<file path="config.mk">
export PLATFORM = sky130hd
export DESIGN_NAME = mult_arbiter
export DESIGN_NICKNAME = d
export VERILOG_FILES = /design/src/rtl/mult_arbiter_pkg.sv /design/src/rtl/mult_arbiter_rr_pick2.sv /design/src/rtl/mult_arbiter.sv
export SDC_FILE = /design/constraint.sdc
export NUM_CORES = 1
export LEC_CHECK = 0
export ABC_AREA = 1
export BUFFER_PORTS_ARGS = -buffer_cell sky130_fd_sc_hd__buf_4
export CORE_MARGIN = 3
export CORE_UTILIZATION = 49
export CTS_BUF_LIST = sky130_fd_sc_hd__clkbuf_4
export DETAILED_ROUTE_END_ITERATION = 8
export PLACE_DENSITY_LB_ADDON = 0.05
export RECOVER_POWER = 100
export SLEW_MARGIN = 0
export SYNTH_ARGS = -nofsm -noshare
export SYNTH_HDL_FRONTEND = slang
export SYNTH_SLANG_ARGS = --single-unit
export TNS_END_PERCENT = 1
</file>
<file path="constraint.sdc">
create_clock -name clk -period 1.7 [get_ports clk]
set_input_delay 0 -clock clk [delete_from_list [all_inputs] [get_ports clk]]
set_output_delay 0 -clock clk [all_outputs]
set_load 0.01 [all_outputs]
</file>
<file path="src/rtl/mult_arbiter_pkg.sv">
// Shared constants for the two-requester multiplier arbiter.
package mult_arbiter_pkg;

  localparam logic [1:0] ST_IDLE   = 2'b00;
  localparam logic [1:0] ST_LAUNCH = 2'b01;
  localparam logic [1:0] ST_WAIT   = 2'b10;
  localparam logic [1:0] ST_RESP   = 2'b11;

  localparam logic REQ0 = 1'b0;
  localparam logic REQ1 = 1'b1;

  localparam int unsigned DEF_WIDTH   = 8;
  localparam int unsigned DEF_TIMEOUT = 16;

endpackage

</file>
<file path="src/rtl/mult_arbiter_rr_pick2.sv">
// Combinational 2-way round-robin picker: on a tie the requester not served last wins.
module rr_pick2
  import mult_arbiter_pkg::*;
(
  input  logic [1:0] req,
  input  logic       last_grant,
  output logic       gnt_valid,
  output logic       gnt_id
);

  always_comb begin
    gnt_valid = |req;
    gnt_id    = REQ0;
    unique case (req)
      2'b01:   gnt_id = REQ0;
      2'b10:   gnt_id = REQ1;
      2'b11:   gnt_id = ~last_grant;
      default: gnt_id = REQ0;
    endcase
  end

endmodule

</file>
<file path="src/rtl/mult_arbiter.sv">
// Shares one sequential multiplier between two requesters with round-robin
// grant, start/done handshake and a watchdog that aborts a stuck transaction.
module mult_arbiter
  import mult_arbiter_pkg::*;
#(
  parameter int unsigned WIDTH   = DEF_WIDTH,
  parameter int unsigned TIMEOUT = DEF_TIMEOUT
) (
  input  logic                 clk,
  input  logic                 reset_a,
  input  logic [1:0]           req,
  input  logic [WIDTH-1:0]     a0,
  input  logic [WIDTH-1:0]     b0,
  input  logic [WIDTH-1:0]     a1,
  input  logic [WIDTH-1:0]     b1,
  output logic [1:0]           ack,
  output logic [2*WIDTH-1:0]   result,
  output logic                 err,
  output logic                 busy,
  output logic                 grant_id,
  output logic                 mult_start,
  output logic [WIDTH-1:0]     mult_a,
  output logic [WIDTH-1:0]     mult_b,
  input  logic                 mult_done,
  input  logic [2*WIDTH-1:0]   mult_product,
  output logic [1:0]           state_out
);

  localparam int unsigned TW = $clog2(TIMEOUT + 1);

  logic [1:0]         state_q, state_d;
  logic [1:0]         ack_q, ack_d;
  logic [2*WIDTH-1:0] result_q, result_d;
  logic               err_q, err_d;
  logic               mult_start_q, mult_start_d;
  logic [WIDTH-1:0]   mult_a_q, mult_a_d;
  logic [WIDTH-1:0]   mult_b_q, mult_b_d;
  logic               grant_id_q, grant_id_d;
  logic               last_grant_q, last_grant_d;
  logic [TW-1:0]      timer_q, timer_d;

  logic gnt_valid;
  logic gnt_id;

  rr_pick2 u_pick (
    .req        (req),
    .last_grant (last_grant_q),
    .gnt_valid  (gnt_valid),
    .gnt_id     (gnt_id)
  );

  // ack and mult_start are registered on entry to RESP/LAUNCH so they are
  // high exactly while the FSM sits in that state.
  always_comb begin
    state_d      = state_q;
    ack_d        = '0;
    result_d     = result_q;
    err_d        = err_q;
    mult_start_d = 1'b0;
    mult_a_d     = mult_a_q;
    mult_b_d     = mult_b_q;
    grant_id_d   = grant_id_q;
    last_grant_d = last_grant_q;
    timer_d      = timer_q;

    unique case (state_q)
      ST_IDLE: begin
        if (gnt_valid) begin
          state_d      = ST_LAUNCH;
          grant_id_d   = gnt_id;
          mult_start_d = 1'b1;
          mult_a_d     = (gnt_id == REQ1) ? a1 : a0;
          mult_b_d     = (gnt_id == REQ1) ? b1 : b0;
        end
      end
      ST_LAUNCH: begin
        timer_d = '0;
        state_d = ST_WAIT;
      end
      ST_WAIT: begin
        if (timer_q != TW'(TIMEOUT)) timer_d = timer_q + 1'b1;
        // done takes priority over the watchdog in the same cycle
        if (mult_done) begin
          result_d          = mult_product;
          err_d             = 1'b0;
          ack_d[grant_id_q] = 1'b1;
          state_d           = ST_RESP;
        end else if (timer_q == TW'(TIMEOUT - 1)) begin
          result_d          = '0;
          err_d             = 1'b1;
          ack_d[grant_id_q] = 1'b1;
          state_d           = ST_RESP;
        end
      end
      ST_RESP: begin
        last_grant_d = grant_id_q;
        state_d      = ST_IDLE;
      end
      default: state_d = ST_IDLE;
    endcase
  end

  always_ff @(posedge clk) begin
    if (reset_a) begin
      state_q      <= ST_IDLE;
      ack_q        <= '0;
      result_q     <= '0;
      err_q        <= 1'b0;
      mult_start_q <= 1'b0;
      mult_a_q     <= '0;
      mult_b_q     <= '0;
      grant_id_q   <= 1'b0;
      last_grant_q <= 1'b1;
      timer_q      <= '0;
    end else begin
      state_q      <= state_d;
      ack_q        <= ack_d;
      result_q     <= result_d;
      err_q        <= err_d;
      mult_start_q <= mult_start_d;
      mult_a_q     <= mult_a_d;
      mult_b_q     <= mult_b_d;
      grant_id_q   <= grant_id_d;
      last_grant_q <= last_grant_d;
      timer_q      <= timer_d;
    end
  end

  assign ack        = ack_q;
  assign result     = result_q;
  assign err        = err_q;
  assign busy       = (state_q != ST_IDLE);
  assign grant_id   = grant_id_q;
  assign mult_start = mult_start_q;
  assign mult_a     = mult_a_q;
  assign mult_b     = mult_b_q;
  assign state_out  = state_q;

endmodule

</file>
==> reports/metrics.csv, run 1 <==
stage,metric,value,unit
logic_synthesis,synth_edf_count,0,
setup_path,required,1.95,ns
place,gp_congestion,0.732,
outcome,outcome,"complete, no violations",
routing,viasPerCell,4.92,
die,initial_core_util,0.514,
die,coreArea,4060,um2
power,powerDensity,1110,nW/um2
die,num_io_pins,93,
global_route,antenna_found_initial,0,
logic_synthesis,ys_seq_area_frac,0.432,
clock_network,cts_buffers,5,
place,port_buffers,92,
routing,ant_nets,0,
place,dpl.cell_count,411,
logic_synthesis,syn_nets,339,
clock_network,numClockSinks,45,
logic_synthesis,synth_cells,278,
routing,vias,2306,
global_route,groute.usage.overall,0.245,
clock_network,cts_tree,built,
sta,fin_crit_sh,0.903,
clock_network,clkTransAtPathRegs,0.12,ns
layout,layout.cells.most_common,nand2_1,
logic_synthesis,ys.warnings.count,0,
setup_path,worstSetupPathType,reg2reg,
layout,final_cell_mix,"nand2_1, buf_4, dlygate4sd3_1",
global_route,grt_pass1_vias,2229,
worst_hold_path,holdCritPathClass,in2reg,
layout,drive_gt1_frac,0.208,
logic_synthesis,synth-async-reset-ratio,0,
global_route,gr-total-overflow,0,
logic_synthesis,synth_cell_types,25,
logic_synthesis,synthFlopType,dfxtp_1,
die,fp.dieW,71.3,um
global_route,grt_start_max_net_pins,33,
sta,hold_ws,0.0746,ns
routing,drt-total-wl,6.04,mm
routing,dr.first_iter.drc_count,175,
logic_synthesis,synth_area,2090,um2
power,peakVddDrop,0.000667,V
power,leakagePower,0.00144,uW
sta,fin_tns_setup,0,ns
sta,setup_viol,0,
sta,skew,0.00563,ns
flow_run,maxCapViolations,0,
layout,final_cell_count_no_fill,469,
sta,worstMarginPinSlew,0.331,ns
clock_network,clkLatencyLatePin,0.35,ns
routing,wl_per_cell,12.9,um
place,hpwlAfterDp,3.48,mm
sta,relSlewSlack,0.779,
sta,rsz0062_at_grt,no,
clock_network,root_buffer,clkbuf_4,
clock_network,cts_buffer_depth,2,
setup_path,cp_data_arrival_time,1.79,ns
global_route,grt_pass1_wl,9.94,mm
layout,antenna_cells,0,
place,place_ws,0.117,ns
routing,dr.pass1.iters,4,
logic_synthesis,avgSynthCellArea,7.51,um2
die,die_h,71.3,um
setup_path,cp_max_fo,5,
setup_path,startpoint_type,flip-flop,
die,num_rows,23,
routing,drc,0,
sta,setup_slack,0.165,ns
sta,drv_slew,0,
sta,final_hold_viol_count,0,
layout,syn2layout_area_growth,52.6,%
setup_path,cp-end-kind,flip-flop,
layout,nets,479,
sta,fmax,652,MHz
clock_network,htree_levels,2,
logic_synthesis,ys_ff_latch,45,
sta,fin_crit,1.53,ns
die,dieArea,5080,um2
-- synthesized netlist by cell type, types with 2 or more instances --
master	count	area [um2]
inv_2	4	15.0
o21ai_0	17	85.1
nand2_1	92	345
inv_1	30	113
nor2_1	9	33.8
a21oi_1	27	135
clkbuf_1	2	7.51
buf_4	3	22.5
o21ai_1	4	20.0
nand3_1	8	40.0
ha_1	8	100
dfxtp_1	45	901
a21oi_2	13	114
buf_6	5	56.3
-- per-stage QoR --
| step | cell area (um2) | util | power [uW] |
|---|---|---|---|
| global placement | 2780 | 0.685 | 3080 |
| CTS | 3340 | 0.823 | 3740 |
| finish | 3180 | 0.785 | 3530 |
| detailed placement | 2780 | 0.685 | 3110 |
| floorplan | 2090 | - | 2530 |
| global route | 3180 | 0.785 | 3810 |
-- cell families (layout without fill, tap and decap cells) --
kind of cell	Yosys count	after routing	synth area share
compound gates	65	65	0.195
buf+inv	47	188	0.110
simple gates	113	113	0.216
flops	45	45	0.432
fa+ha+maj	8	8	0.0480
-- repair_timing --
item	in CTS	in global routing
setup endpoints to repair	0	1
hold buffers	50	0
gates resized for setup	0	3
hold endpoints to repair	38	0
setup buffers	0	0
-- path summary, 6_finish.rpt --
path                                endpoint  depth (start not counted)  slack, ns        from
worst max-delay path            state_out[1]                          9       0.17  timer_q[1]
worst min-delay path              mult_start                          5       0.07      req[1]
worst max register to register  state_out[1]                          9       0.17  timer_q[1]
worst min register to register     result[0]                          2       0.47   result[0]
-- registers in the layout (all words and copies together), names as in the netlist --
signal / cells
ack: 2
err: 1
grant_id: 1
last_grant_q: 1
mult_a: 8
mult_b: 8
mult_start: 1
result: 16
state_out: 2
timer_q: 5
-- layout make-up --
type                            instances  area (um2)
Tap cell                               50        62.6
Fill cell                             327         873
Inverter                               35         134
Multi-Input combinational cell        186         948
Timing Repair Buffer                  145        1080
Sequential cell                        45         903
Clock buffer                            8        60.1
-- critical path, stage by stage, from the launching register on --
cell,delay [ns]
dfxtp_2,0.38
ha_1,0.16
nand2_1,0.07
nor2_1,0.15
ha_2,0.23
nor2_1,0.05
nand2_1,0.04
o21ai_0,0.13
o21ai_0,0.17
nor2_1,0.06
-- metal layers --
layer,GRT usage,part of all wire
met1,0.288,0.38
met2,0.414,0.51
met3,0.0743,0.080
met4,0.102,0.032
met5,0,0
-- power by group --
group          internal (uW)  switching [uW]  leakage [uW]
Sequential              1300             148      0.000369
Clock                    213             328     0.0000368
Combinational            596             943       0.00103
(Power assumes the default switching activity.)
==> inputs of run 2 (changes only) <==
BUFFER_PORTS_ARGS = -buffer_cell sky130_fd_sc_hd__buf_2   (was -buffer_cell sky130_fd_sc_hd__buf_4)
RECOVER_POWER = 25   (was 100)
==> reports/metrics.csv, run 2 (synthesis results as in run 1) <==
stage,metric,value,unit,change
die,num_rows,23,,unchanged
sta,relSlewSlack,0.691,,-0.0882
global_route,grt_pass1_wl,9.44,mm,-5.1%
layout,layout.cells.most_common,nand2_1,,
place,dpl.cell_count,411,,unchanged
global_route,grt_start_max_net_pins,33,,unchanged
setup_path,cp-end-kind,flip-flop,,
place,hpwlAfterDp,3.31,mm,-4.7%
layout,final_cell_count_no_fill,466,,-0.64%
global_route,groute.usage.overall,0.229,,-0.0159
die,fp.dieW,71.3,um,unchanged
clock_network,cts_buffer_depth,2,,unchanged
global_route,antenna_found_initial,0,,unchanged
clock_network,root_buffer,clkbuf_4,,
layout,largest_reg_flops,16,,unchanged
power,leakagePower,0.00147,uW,+1.8%
clock_network,clkLatencyLatePin,0.35,ns,about the same
routing,vias,2195,,-4.8%
layout,drive_gt1_frac,0.262,,+0.0544
flow_run,maxCapViolations,0,,unchanged
setup_path,cp_max_fo,5,,unchanged
sta,setup_viol,0,,unchanged
sta,drv_slew,0,,unchanged
sta,rsz0062_at_grt,no,,
layout,fillerInstances,311,,-4.9%
clock_network,clkTransAtPathRegs,0.13,ns,about the same
clock_network,cts_tree,built,,
power,powerDensity,1170,nW/um2,+5.9%
die,initial_core_util,0.514,,unchanged
sta,hold_ws,0.0138,ns,-0.0608 ns
layout,nets,477,,-0.42%
sta,fin_crit,1.49,ns,-0.0450 ns
sta,final_hold_viol_count,0,,unchanged
die,die_h,71.3,um,unchanged
worst_hold_path,holdCritPathClass,in2reg,,
die,dieArea,5080,um2,unchanged
die,num_io_pins,93,,unchanged
setup_path,slowest_delay,0.39,ns,about the same
global_route,grt_pass1_vias,2176,,-2.4%
sta,fin_crit_sh,0.876,,-0.0265
setup_path,crit_path_cell_trace,"ha_1, nand2_1, nor2_2, ha_2, nor2_1, nand2_1, o21ai_0, o21ai_0, nor2_1",,
layout,fin_util,0.761,,-0.0241
routing,viasPerCell,4.71,,-4.2%
layout,syn2layout_area_growth,47.9,%,
outcome,outcome,"complete, no violations",,
global_route,gr-total-overflow,0,,unchanged
routing,ant_nets,0,,unchanged
sta,fin_tns_setup,0,ns,unchanged
sta,skew,0.0156,ns,+0.0100 ns
clock_network,post_cts_buffers,0,,unchanged
routing,drt-total-wl,5.60,mm,-7.2%
setup_path,required,1.96,ns,about the same
power,p_total,3620,uW,+2.6%
layout,antenna_cells,0,,unchanged
routing,wl_per_cell,12.0,um,-6.7%
place,port_buffers,92,,unchanged
layout,final_cell_mix,"nand2_1, buf_2, dlygate4sd3_1",,
routing,dr.pass1.iters,4,,unchanged
place,gp_congestion,0.786,,+7.4%
power,peakVddDrop,0.000656,V,-1.7%
setup_path,crit_path_top_delay_cell,dfxtp_2,,
clock_network,htree_levels,2,,unchanged
die,coreArea,4060,um2,unchanged
setup_path,cp_data_arrival_time,1.75,ns,-0.04 ns
sta,worstMarginPinSlew,0.464,ns,+0.133 ns
clock_network,numClockSinks,45,,unchanged
routing,drc,0,,unchanged
routing,dr.first_iter.drc_count,87,,-50%
setup_path,worstSetupPathType,reg2reg,,
sta,fmax,671,MHz,+3.0%
setup_path,startpoint_type,flip-flop,,
clock_network,cts_buffers,5,,unchanged
## run 2: cell count changes in the layout (fill, tap and decap cells not counted), moves of 2 or more
cell	delta
buf_2	+71
buf_4	-52
clkbuf_1	-19
clkbuf_4	-3
dlygate4sd3_1	-2
## run 2: repair_timing
action	CTS	global route
setup endpoints to repair	0	17
resized for setup	0	5
hold buffers	48	0
hold endpoints to repair	32	0
## run 2: worst paths after layout
kind                            slack (ns)  startpoint  cells past startpoint           end
worst max-delay path                  0.21  timer_q[1]                      9  state_out[1]
worst min-delay path                  0.01      req[1]                      5    mult_start
worst max register to register        0.21  timer_q[1]                      9  state_out[1]
worst min register to register        0.47  result[12]                      2    result[12]
## run 2: cell type report
cell class	instances	area [um2]	share of cell area
sequential	45	903	0.293
clock buffer	5	37.5	0.0122
clock inverter	2	35.0	0.0113
tap	50	62.6	0.0203
timing repair buffer	143	950	0.308
multi-input combinational	186	965	0.313
inverter	35	134	0.0434
## run 2: power by group
group	leakage [uW]	internal [uW]	switching (uW)
clock network	0.0000410	300	330
registers	0.000369	1300	142
logic	0.00106	611	938
total	0.00147	2210	1410
## run 2: worst max-delay path: cells and delay by family, from the launching register on
family | cells | cell delay (ns)
fa+ha+maj | 2 | 0.37
compound gates | 2 | 0.28
flops | 1 | 0.39
simple gates | 5 | 0.36
## run 2: stage by stage
stage | setup slack (ns) | instance area (um2)
floorplan | 0.265 | 2090
global placement | 0.187 | 2550
detailed placement | 0.126 | 2550
CTS | 0.103 | 3100
global route | 0.0218 | 3090
finish | 0.210 | 3090
## run 2: routing by layer
metal	track usage	wire length (um)	share of wire	vias to the layer above
li1	-	-	-	1153
met1	0.256	2340	0.42	973
met2	0.422	2850	0.51	64
met3	0.0645	356	0.064	5
met4	0.0647	57	0.010	0
met5	0	0	0	-
